**config.mk**
```make
export PLATFORM = sky130hd
export DESIGN_NAME = light_pwm_ramp_driver_flat
export DESIGN_NICKNAME = d
export VERILOG_FILES = /design/src/rtl/light_pwm_ramp_driver_if.sv /design/src/rtl/light_pwm_ramp_driver.sv /design/src/flat_wrapper.sv
export SDC_FILE = /design/constraint.sdc
export NUM_CORES = 1
export LEC_CHECK = 0
export ABC_CLOCK_PERIOD_IN_PS = 9600
export CAP_MARGIN = 5
export CORE_MARGIN = 2
export CORE_UTILIZATION = 65
export DETAILED_ROUTE_END_ITERATION = 7
export MAX_ROUTING_LAYER = met4
export PLACE_DENSITY = 0.87
export RECOVER_POWER = 50
export SYNTH_ARGS = -nofsm -noshare
export SYNTH_HDL_FRONTEND = slang
export SYNTH_SLANG_ARGS = --single-unit
export TNS_END_PERCENT = 1
```
**constraint.sdc**
```tcl
create_clock -name clk -period 9.6 [get_ports clk]
set_clock_uncertainty 0.15 [all_clocks]
set_input_delay 1.92 -clock clk [delete_from_list [all_inputs] [get_ports clk]]
set_output_delay 1.92 -clock clk [all_outputs]
set_load 0.01 [all_outputs]
```
**src/rtl/light_pwm_ramp_driver_if.sv**
```systemverilog
// light_pwm_ramp_driver_if: lamp level and enable in, PWM drive and ramp status out
interface light_pwm_ramp_driver_if #(parameter int PWM_BITS = 8);
    logic [2:0] I;
    logic en;
    logic pwm_out;
    logic [PWM_BITS-1:0] duty;
    logic ramping;
    logic at_target;
    modport master(output I, en, input pwm_out, duty, ramping, at_target);
    modport slave(input I, en, output pwm_out, duty, ramping, at_target);
endinterface

```
**src/rtl/light_pwm_ramp_driver.sv**
```systemverilog
// light_pwm_ramp_driver: maps lamp level to a PWM duty and ramps the applied duty toward it at period boundaries
module light_pwm_ramp_driver #(
    parameter int PWM_BITS = 8,
    parameter int RAMP_PERIODS = 2,
    parameter int STEP = 16
) (
    input logic clk,
    input logic rst,
    light_pwm_ramp_driver_if.slave bus
);
    localparam int MAX = 2**PWM_BITS - 1;
    localparam int PW = $clog2(RAMP_PERIODS + 1);
    typedef enum logic [1:0] {IDLE, UP, DOWN} state_t;
    state_t state, ns;
    logic [PWM_BITS-1:0] cnt, target;
    logic [PW-1:0] per_cnt;
    logic [2:0] i_q;
    logic boundary, step_pt;
    logic [PWM_BITS:0] t9, d9, diff_up, diff_dn, mu, md, n9, stp;
    always_comb begin
        boundary = cnt == PWM_BITS'(MAX);
        step_pt = boundary && per_cnt == PW'(RAMP_PERIODS - 1);
        target = !bus.en ? '0 : i_q == 3'd7 ? PWM_BITS'(MAX) : {i_q, {(PWM_BITS-3){1'b0}}};
        stp = (PWM_BITS+1)'(STEP);
        t9 = {1'b0, target};
        d9 = {1'b0, bus.duty};
        diff_up = t9 - d9;
        diff_dn = d9 - t9;
        mu = diff_up > stp ? stp : diff_up;
        md = diff_dn > stp ? stp : diff_dn;
        // disable drops the duty straight to zero; otherwise step only at step points
        n9 = !bus.en ? '0 : !step_pt ? d9 : t9 > d9 ? d9 + mu : d9 - md;
        ns = n9 == t9 ? IDLE : n9 < t9 ? UP : DOWN;
    end
    always_ff @(posedge clk) begin
        if (rst) begin
            cnt <= '0;
            per_cnt <= '0;
            i_q <= '0;
            bus.duty <= '0;
            bus.pwm_out <= 1'b0;
            state <= IDLE;
            bus.ramping <= 1'b0;
            bus.at_target <= 1'b1;
        end else begin
            cnt <= cnt + 1'b1;
            if (boundary) per_cnt <= step_pt ? '0 : per_cnt + 1'b1;
            i_q <= bus.I;
            bus.pwm_out <= bus.en && cnt < bus.duty;
            bus.duty <= n9[PWM_BITS-1:0];
            state <= ns;
            bus.ramping <= ns != IDLE;
            bus.at_target <= ns == IDLE;
        end
    end
endmodule

```
**src/flat_wrapper.sv**
```systemverilog
// flat-port wrapper written by rule: the top's interface ports become plain ports
module light_pwm_ramp_driver_flat 
#(
    parameter int PWM_BITS = 8,
    parameter int RAMP_PERIODS = 2,
    parameter int STEP = 16
)
  (clk, rst, bus_I, bus_en, bus_pwm_out, bus_duty, bus_ramping, bus_at_target);
  light_pwm_ramp_driver_if #(.PWM_BITS(PWM_BITS)) bus_i ();
  input logic clk;
  input logic rst;
  input wire logic [$bits(bus_i.I)-1:0] bus_I;
  input wire logic [$bits(bus_i.en)-1:0] bus_en;
  output wire logic [$bits(bus_i.pwm_out)-1:0] bus_pwm_out;
  output wire logic [$bits(bus_i.duty)-1:0] bus_duty;
  output wire logic [$bits(bus_i.ramping)-1:0] bus_ramping;
  output wire logic [$bits(bus_i.at_target)-1:0] bus_at_target;
  assign bus_i.I = bus_I;
  assign bus_i.en = bus_en;
  assign bus_pwm_out = bus_i.pwm_out;
  assign bus_duty = bus_i.duty;
  assign bus_ramping = bus_i.ramping;
  assign bus_at_target = bus_i.at_target;
  light_pwm_ramp_driver #(.PWM_BITS(PWM_BITS), .RAMP_PERIODS(RAMP_PERIODS), .STEP(STEP)) u_core (.clk(clk), .rst(rst), .bus(bus_i));
endmodule
```
-- After elaboration in Yosys (flattened, before gate mapping)
Index checks and enable logic that the tools add are counted.
- $add $sub $neg: 6
- order comparisons: 5
- equal/unequal tests: 4
- multiplexer cells: 10
- reductions and logical operators: 4
- operator list (operator ; number):
    $mux W9 ; 5
    $gt A9 B5 Y1 const B ; 2
    $sub A8 B8 Y9 ; 2
    $mux W8 ; 2
    $add A8 B9 Y9 ; 1
    $eq A9 B8 Y1 ; 1
    $lt A9 B8 Y1 ; 1
    $sub A8 B9 Y9 ; 1
    $add A8 B1 Y8 const B ; 1
    $eq A8 B8 Y1 const B ; 1
    $gt A8 B8 Y1 ; 1
    $lt A8 B8 Y1 ; 1
    $mux W2 ; 3
    $eq A3 B3 Y1 const B ; 1
    $add A2 B1 Y2 const B ; 1
    $eq A2 B1 Y1 const B ; 1
    $logic_and A1 B1 Y1 ; 2
    $logic_not A2 Y1 ; 1
    $reduce_bool A2 Y1 ; 1
- bits in registers: 24
- input bits: 6
- output and inout port bits: 11
- logic and storage cells: 36

-- Logic depth before layout (Yosys ltp)
- depth in word-level cells: 14
- mapped depth: 30
- mapped depth without buffers: 27

-- Worst setup path after synthesis
No wires, ideal clock.
- path kind: input -> register
- from: input bus_en
- to: register u_core.bus.at_target
- setup time: 0.060 ns
- arrival time: 6.841 ns
- data required time: 9.390 ns
- slack: 2.549 ns
- stages: 26
- buffers on the path: 1
- cell sequence: nand4_4 ha_1 buf_6 nand3b_2 a311oi_2 or3b_1 a22oi_2 o221ai_2 or2_2 ha_1 or3_1 a32oi_1 ha_1 nor2b_1 o21ai_0 a21oi_1 a211oi_1 xor2_1 o21ai_0 and2_1 ha_1 nand4_1 nor2_1 nor2_1 a31oi_1 and3_1
- cells in the longest elaborated chain, start to end: 12
- elaborated cells between the ends (all ways): 18
- those cells by class: 4 x add/sub; 4 x order compare; 1 x eq/ne; 8 x mux; 1 x reduce/logical
- RTL lines (what ; RTL line ; source):
    start: declaration ; flat_wrapper.sv:13 ; input wire logic [$bits(bus_i.en)-1:0] bus_en;
    $mux W8 ; light_pwm_ramp_driver.sv:23 ; target = !bus.en ? '0 : i_q == 3'd7 ? PWM_BITS'(MAX) : {i_q, {(PWM_BITS-3){1'b0}}};
    $sub A8 B8 Y9, on equally long branches ; light_pwm_ramp_driver.sv:28, light_pwm_ramp_driver.sv:27 ;
    $gt A9 B5 Y1, on equally long branches ; light_pwm_ramp_driver.sv:30, light_pwm_ramp_driver.sv:29 ;
    $mux W9, on equally long branches ; light_pwm_ramp_driver.sv:30, light_pwm_ramp_driver.sv:29 ;
    $sub A8 B9 Y9 or $add A8 B9 Y9 (tied branches) ; light_pwm_ramp_driver.sv:32 ; n9 = !bus.en ? '0 : !step_pt ? d9 : t9 > d9 ? d9 + mu : d9 - md;
    $mux W9 (2 in a row) ; light_pwm_ramp_driver.sv:32 ;
    $mux W9 * ; light_pwm_ramp_driver.sv:32 ;
    via u_core.n9[6] ; light_pwm_ramp_driver.sv:19 ; logic [PWM_BITS:0] t9, d9, diff_up, diff_dn, mu, md, n9, stp;
    $lt A9 B8 Y1 ; light_pwm_ramp_driver.sv:33 ; ns = n9 == t9 ? IDLE : n9 < t9 ? UP : DOWN;
    $mux W2 ; light_pwm_ramp_driver.sv:33 ;
    $mux W2 * ; light_pwm_ramp_driver.sv:33 ;
    $logic_not A2 Y1 * ; light_pwm_ramp_driver.sv:53 ; bus.at_target <= ns == IDLE;
    end signal: assignment ; light_pwm_ramp_driver.sv:44 ; bus.at_target <= 1'b1;
    end signal: assignment ; light_pwm_ramp_driver.sv:53 ;
    end: declaration ; light_pwm_ramp_driver_if.sv:10 ; modport slave(input I, en, output pwm_out, duty, ramping, at_target);
Mark *: on every way through the listed nets, which the timed path passes. The rest lies on a longest branch.
A chain may end at the register's enable or synchronous reset.

-- Worst setup path in the final report
Same ends and word-level chain as after synthesis.

==> flow_results.org <==
** Final layout
- The area growth from synthesis to layout is 8.104%.
- Counting the fill cells in the layout gives between 300 and 400.
- Footprint of the flip-flops and latches :: roughly 480 um^2
- The multi-input combinational cells in the finished layout cover a total of 2008 um^2.
- Number of nets in the finished design :: 384
- Layout cells sized above 1 :: 0.06866
- The repair_antennas step left the layout with diodes totalling 0.

** Floorplan
- The floorplan step set the die height to between 60 and 70 um.
- The initial utilization of the core area, before any placement, comes to 0.6696.
- Num ports :: 17
- The region available for standard cell placement spans 3943 um^2.
- Count of standard-cell rows :: 23
- DIE WIDTH :: 67.73 um
- Die area :: roughly 4600 um^2

** Clocking
- After clock tree synthesis, the setup repair step added 0 buffers.
- CTS clock-pin slew for the worst setup and hold paths :: 80 ps
- The later pin in the worst-skew pair is clocked with a latency of around 270 ps.
- The tree is rooted in a sky130_fd_sc_hd__clkbuf_8.
- TritonCTS built the clock tree.
- Number of hold-repair buffers added at the cts stage :: 0
- In this run the number of H-tree levels came out at 1.
- Counting along the longest clock path gives a buffer depth of 2.
- TritonCTS Sinks :: 24
- Quantity of gates resized following cts :: 0
- Number of CTS-inserted buffers :: 3

** Timing
- In the finished design, the share of the clock period the worst path needs comes to 0.8765.
- Final Hold Vio Count :: 0
- Highest clock frequency the design can meet :: 118.8 MHz
- Counting I/O delays and the setup requirement, the final critical path takes ~8400 ps.
- Slew Limit Fails :: 0
- The worst pin sits at a relative slew slack of 0.5273.
- Pin slew with the least headroom to its limit :: slightly above 700 ps
- Setup repair after global routing left no endpoint under its margin.
- Number of endpoints failing setup at the final stage :: 0
- In the post-route analysis, the smallest setup slack over all paths is ~1200 ps.
- Summed over all failing endpoints, the final setup total negative slack is 0 ps.

** Synth
- Post-synth net total :: around 370
- The synthesized design contains 0 enable-type register cells.
- Library cell occupying the most area in the post-synthesis netlist :: sky130_fd_sc_hd__ha_1
- The mapped netlist covers 2640 um^2.
- For this run, the register share of the synthesized area comes to 0.1820.
- Gate count after technology mapping :: ~330
- Number of register bits inferred by synthesis :: 24
- In the post-synthesis netlist, the cell with the most instances is sky130_fd_sc_hd__ha_1.
- The share of synthesized area in the top cell type comes to 0.1896.
- By count the netlist is led by sky130_fd_sc_hd__ha_1 (40), sky130_fd_sc_hd__nor2_1 (25), sky130_fd_sc_hd__dfxtp_1 (24), sky130_fd_sc_hd__nand2_1 (24), sky130_fd_sc_hd__inv_1 (19).
- In the synthesized netlist the dominant register cell turns out to be sky130_fd_sc_hd__dfxtp_1.
- The average instance in the mapped netlist occupies around 8.1 um^2.
- Async set-reset flop share out of synthesis :: 0
- Ranked by total cell area, the synthesized netlist is headed by sky130_fd_sc_hd__ha_1 (19%), sky130_fd_sc_hd__dfxtp_1 (18%), sky130_fd_sc_hd__nor2b_1 (3.8%).
- Yosys warns :: 0
- Yosys mapped the design onto between 60 and 70 distinct sky130hd cell types.

** Placed design
- Pre-CTS worst setup slack :: approximately 1200 ps
- After legalization and detailed placement, the total HPWL measured 4.745 mm.
- Port-buffer cells :: 16
- Final estimated routing congestion in global placement :: just under 1

** Detailed routing
- The detailed router finished its first iteration with 181 violations.
- After detailed routing, the average wire length per cell comes to 16.03 um.
- Vias post-DR :: 2434
- Post-DRT Antenna Nets :: 0
- The first detailed-routing pass took 5 iterations.
- After detailed routing, the number of vias per cell comes to approximately 6.3.
- DRC :: 0
- After detailed routing, the total wire length is slightly above 6 mm.

** Pwr
- The analysis attributes to net switching a power of 0.00006706 W.
- The share of total power dissipated in the clock network is 0.298.
- For this design the ratio of total power to cell area is between 80 and 90 nW/um^2.
- The internal power of the cells totals roughly 0.00017 W.
- Comb pwr share :: 0.254
- Worst-case vdd ir drop :: between 70 and 80 uV
- Switching portion of total power :: 0.2884
- Part of the power in registers :: 0.448
- Summing internal, switching and leakage power gives roughly 0.00023 W.
- Leakage :: 1.239 nW

** Critical path
- The worst setup path is of the in -> reg kind.
- Endpoint class of the critical path :: flop
- Worst Path Max Fanout :: 22
- Data arrives at the worst endpoint at about 8500 ps.
- WP data required :: between 9000 and 10000 ps
- The worst setup path is launched from a primary input.

** Global route
- The first global-routing pass estimated roughly 10 mm of wire.
- For this run, the total global-route usage over all layers was measured as 0.2921.
- Overflow after GRT :: 0
- The number of global-route vias before repair came to 2197.
- Antenna violations before repair :: 0
- Largest net degree at the start of global routing :: 23

** Outcome
- The flow ran to the end, and the final reports show no timing, DRC or antenna violations.

** Run
- Number of max-cap violations :: 0

** Hold path
- Path category of the worst min-delay check :: reg -> reg
[path summary, 6_finish.rpt]
check / to / cells after the start / slack, ps / startpoint
max reg2reg: u_core.bus.at_target$_SDFF_PP1_ / 25 / 3240 / u_core.i_q[1]$_SDFF_PP0_
min reg2reg: u_core.per_cnt[1]$_SDFFE_PP0N_ / 2 / 320 / u_core.per_cnt[1]$_SDFFE_PP0N_
max: u_core.bus.at_target$_SDFF_PP1_ / 26 / 1190 / bus_en
min: u_core.per_cnt[1]$_SDFFE_PP0N_ / 2 / 320 / u_core.per_cnt[1]$_SDFFE_PP0N_
[per-layer routing]
layer / routed length, um / vias up / track usage / share of wire
met5: 0 / - / - / 0
met4: 177 / 0 / 0.1173 / 0.029
met3: 276 / 21 / 0.02667 / 0.045
met2: 3077 / 95 / 0.5159 / 0.50
met1: 2641 / 1131 / 0.3381 / 0.43
li1: - / 1187 / - / -
[cell families (layout without fill, tap and decap cells)]
kind of cell             after synthesis  in the layout  synth area share
AND/OR/NAND/NOR                      127            127            0.2668
XOR/XNOR                              16             16           0.05308
adder cells (fa/ha/maj)               42             42            0.2047
flip-flops                            24             24            0.1820
multiplexers                           4              4           0.01753
AO/OA/AOI/OAI                         80             80            0.2185
buffers and inverters                 33             42           0.05734
[power groups by stage]
stage | Sequential, W | Clock, W | Combinational, W
floorplan | 0.000107 | 0 | 0.0000453
global placement | 0.000107 | 0 | 0.0000569
detailed placement | 0.000107 | 0 | 0.0000580
CTS | 0.000104 | 0.0000697 | 0.0000585
global route | 0.000105 | 0.0000724 | 0.0000645
finish | 0.000104 | 0.0000692 | 0.0000590
[registers in the layout (all words and copies together), names as in the netlist]
signal                flops
u_core.i_q                3
u_core.bus.pwm_out        1
u_core.bus.duty           8
u_core.per_cnt            2
u_core.bus.at_target      1
u_core.bus.ramping        1
u_core.cnt                8
[stage by stage]
| stage | instance area (um^2) | hold WS [ps] | instances | utilization |
|---|---|---|---|---|
| floorplan | 2640 | 280.5 | 326 | - |
| global placement | 2799 | 292.6 | 381 | 0.7099 |
| detailed placement | 2799 | 309.6 | 381 | 0.7099 |
| CTS | 2854 | 323.6 | 385 | 0.7239 |
| global route | 2854 | 343.3 | 385 | 0.7239 |
| finish | 2854 | 318.9 | 385 | 0.7239 |
[area by class of cell]
class / count / share of cell area
clock buffer: 4 / 0.01929
sequential: 24 / 0.1683
tap: 50 / 0.02192
timing repair buffer: 17 / 0.05875
inverter: 21 / 0.02806
multi-input combinational: 269 / 0.7036
[cells in the final DEF (no fill, tap or decap), types with 5 or more instances in the layout]
cell                              instances
sky130_fd_sc_hd__nor2b_1                 16
sky130_fd_sc_hd__dfxtp_1                 24
sky130_fd_sc_hd__dlygate4sd3_1            5
sky130_fd_sc_hd__clkdlybuf4s50_1         11
sky130_fd_sc_hd__xnor2_1                  5
sky130_fd_sc_hd__nand2b_1                 7
sky130_fd_sc_hd__inv_1                   19
sky130_fd_sc_hd__nand2_1                 24
sky130_fd_sc_hd__nand3_1                  7
sky130_fd_sc_hd__xor2_1                  11
sky130_fd_sc_hd__nor3_1                  12
sky130_fd_sc_hd__a211oi_1                 5
sky130_fd_sc_hd__nand3b_1                 6
sky130_fd_sc_hd__o21ai_0                 13
sky130_fd_sc_hd__a21o_1                  10
sky130_fd_sc_hd__ha_1                    40
sky130_fd_sc_hd__a21oi_1                 13
sky130_fd_sc_hd__nand4_1                  5
sky130_fd_sc_hd__nor2_1                  25
[worst max-delay path, cell delays in order]
cell and delay, ps:
sky130_fd_sc_hd__clkdlybuf4s50_1 760, sky130_fd_sc_hd__nand4_4 400, sky130_fd_sc_hd__ha_1 670, sky130_fd_sc_hd__nand2b_1 160, sky130_fd_sc_hd__a211oi_2 320, sky130_fd_sc_hd__nor2_1 100, sky130_fd_sc_hd__xnor2_1 300, sky130_fd_sc_hd__o221ai_2 180
sky130_fd_sc_hd__or2_2 300, sky130_fd_sc_hd__ha_1 240, sky130_fd_sc_hd__or3_1 380, sky130_fd_sc_hd__a32oi_1 200, sky130_fd_sc_hd__ha_1 280, sky130_fd_sc_hd__nor2b_1 150, sky130_fd_sc_hd__o21ai_0 210, sky130_fd_sc_hd__a21oi_1 130
sky130_fd_sc_hd__a211oi_1 320, sky130_fd_sc_hd__xor2_1 170, sky130_fd_sc_hd__o21ai_0 100, sky130_fd_sc_hd__and2_1 200, sky130_fd_sc_hd__ha_1 280, sky130_fd_sc_hd__nand4_1 90, sky130_fd_sc_hd__nor2_1 130, sky130_fd_sc_hd__nor2_1 70
sky130_fd_sc_hd__a31oi_1 230, sky130_fd_sc_hd__and3_1 170
Power figures use the tool's default switching activity.
==> variant, RTL diff (same flow settings) <==
The 3 states of `state_t` get a one-hot encoding in 3 bits.
--- a/src/rtl/light_pwm_ramp_driver.sv
+++ b/src/rtl/light_pwm_ramp_driver.sv
@@ -10,7 +10,7 @@
 );
     localparam int MAX = 2**PWM_BITS - 1;
     localparam int PW = $clog2(RAMP_PERIODS + 1);
-    typedef enum logic [1:0] {IDLE, UP, DOWN} state_t;
+    typedef enum logic [2:0] {IDLE = 3'b001, UP = 3'b010, DOWN = 3'b100} state_t;
     state_t state, ns;
     logic [PWM_BITS-1:0] cnt, target;
     logic [PW-1:0] per_cnt;
Check against the original RTL: equivalent (equiv_simple and equiv_induct, registers matched by name and starting in step).
==> variant against the unedited design <==
Worst setup slack gained 710 ps. Cell area grew 0.48%. Combinational power grew 16%. Sequential share of layout area shrank 0.081 points. Sequential cell count is the same. Synthesized cell count grew 3.4%. Power grew 13%. Non-clock buffer count shrank 1. Synthesized area shrank 0.38%. Wire length grew 9.5%. Critical endpoint is now u_core.bus.ramping. Largest power group unchanged.
==> variant: results (changes against the unedited design) <==
outcome:
  status: "finished, final reports clean"  # unchanged
worst_hold_path:
  hold_end: "u_core.cnt[0]"  # was u_core.per_cnt[1]
  whs_path_depth: 1  # was 2
  min-delay-start: "u_core.cnt[0]"  # was u_core.per_cnt[1]
  hp-class: "register to register"  # unchanged
power_and_ir_drop:
  internal_power_uw: 187.0  # was 165.5 uW
  leakage_uw: 0.001213  # was 0.001239 uW
  power.share.sequential: 0.399  # was 0.448
  ir_drop_v: 0.0001420  # was 0.00007784 V
route:
  wl_mm: 6.761  # was 6.173 mm
  wl_met2_mm: 3.198  # was 3.077 mm
  ant_nets: 0  # unchanged
  wl_met3_um: 326  # was 276 um
  wl_met1_mm: 3.014  # was 2.641 mm
  dr.pass1.iters: 5  # unchanged
  drt_iter0_drc: 186  # was 181
  vias: 2586  # was 2434
grt:
  grt_usage: 0.3170  # was 0.2921
  grt_pass1_vias: 2264  # was 2197
  use_met2: 0.5245  # was 0.5159
  grt_first_pass_wirelength_mm: 10.73  # was 9.839 mm
  grt_use_met3: 0.02667  # unchanged
  grt_max_degree: 19  # was 23
  grtUsageMet1: 0.4002  # was 0.3381
placement:
  dp_hpwl_mm: 5.232  # was 4.745 mm
  port_buffers: 16  # unchanged
  pre_cts_ws_ps: 1773  # was 1171 ps
  gp_congestion: 0.9915  # was 0.9708
  place_area_um2: 2796  # was 2799 um2
finish:
  final_cell_count_no_fill: 396  # was 385
  drive_above_1_share: 0.04046  # was 0.06866
  final_cell_area_um2: 2868  # was 2854 um2
  finalNetCount: 386  # was 384
  fill_cells: 332  # was 313
critical_path:
  path_delay_family: "compound AO/OA/AOI/OAI gates"  # was simple AND/OR/NAND/NOR gates
  regToRegSetupSlack_ps: 3740  # was 3240 ps
  crit_start: "bus_en"  # unchanged
  worstReg2RegEnd: "u_core.bus.ramping"  # was u_core.bus.at_target
  r2r-start: "u_core.i_q[0]"  # was u_core.i_q[1]
  reg2regPathDepth: 23  # was 25
  critical_path.max_stage_delay_ps: 700  # was 760 ps
  cp.arrival_ps: 7690  # was 8480 ps
  worstPathMaxFanout: 17  # was 22
logic_synthesis:
  seq_area_frac_synth: 0.1827  # was 0.1820
  postSynth.asyncResetShare: 0  # unchanged
  synth.distinct_cells: 59  # was 64
  ys_top_cells_by_count: "31 x ha_1, 26 x nand2_1, 25 x a21oi_1"  # was 40 x ha_1, 25 x nor2_1, 24 x dfxtp_1, 24 x nand2_1, 19 x inv_1
  synthTopCellsByArea: "dfxtp_1 18%, ha_1 15%, a21oi_1 4.8%"  # was ha_1 19%, dfxtp_1 18%, nor2b_1 3.8%
  syn_avg_cell_area_um2: 7.804  # was 8.098 um2
  synth_nets: 376  # was 374
sta:
  slew_headroom: 0.5797  # was 0.5273
  hold_slack_ps: 336.4  # was 318.9 ps
  setup_viol: 0  # unchanged
clock_network:
  cts_buffer_depth: 2  # unchanged
-- variant: changes by cell type after synthesis, sizes merged, moves of 4 or more --
cell / delta
and4: +4
nor4: +4
a21o: +4
ha: -9
nor2b: -9
xnor2: +9
a21oi: +13
-- variant: how the worst max path moves through the flow --
stage	end	slack (ps)	depth (start not counted)
4_1_cts	u_core.bus.ramping	2030	24
5_1_grt	u_core.bus.ramping	1460	24
3_5_place_dp	u_core.bus.ramping	1770	24
3_3_place_gp	u_core.bus.ramping	1880	24
2_1_floorplan	u_core.bus.ramping	2930	26
6_report	u_core.bus.ramping	1890	24
-- variant: area by class of cell --
type | instances | share of cell area
well taps | 50 | 0.02182
repair buffers | 16 | 0.05585
inverters | 21 | 0.02836
clock inverters | 1 | 0.01047
flip-flops and latches | 24 | 0.1675
clock buffers | 3 | 0.01440
multi-input cells | 281 | 0.7016
-- variant: cells by family (layout without fill, tap and decap cells) --
| family | Yosys count | after routing | share of synthesized area |
|---|---|---|---|
| and+or+nand+nor | 127 | 127 | 0.2707 |
| buffers and inverters | 32 | 41 | 0.05233 |
| xor gates and xnor gates | 22 | 22 | 0.07327 |
| DFF | 24 | 24 | 0.1827 |
| adders and majority gates | 33 | 33 | 0.1627 |
| AOI/OAI and AO/OA | 96 | 96 | 0.2464 |
| muxes | 3 | 3 | 0.01189 |
-- variant: worst reg2reg max path, delay by kind of cell, from the launching register on --
kind	cells	cell delay, ps
multiplexers	1	380
buffers and inverters	3	360
flip-flops	1	510
AO/OA/AOI/OAI	10	1890
adder cells (fa/ha/maj)	3	1110
AND/OR/NAND/NOR	6	1320
-- variant: power groups by stage --
stage	registers (uW)	logic, uW	clock network, uW
CTS	105	67.0	89.7
floorplan	106	51.7	0
finish	105	68.2	89.2
detailed placement	107	65.5	0
global route	105	75.0	93.0
global placement	107	64.9	0
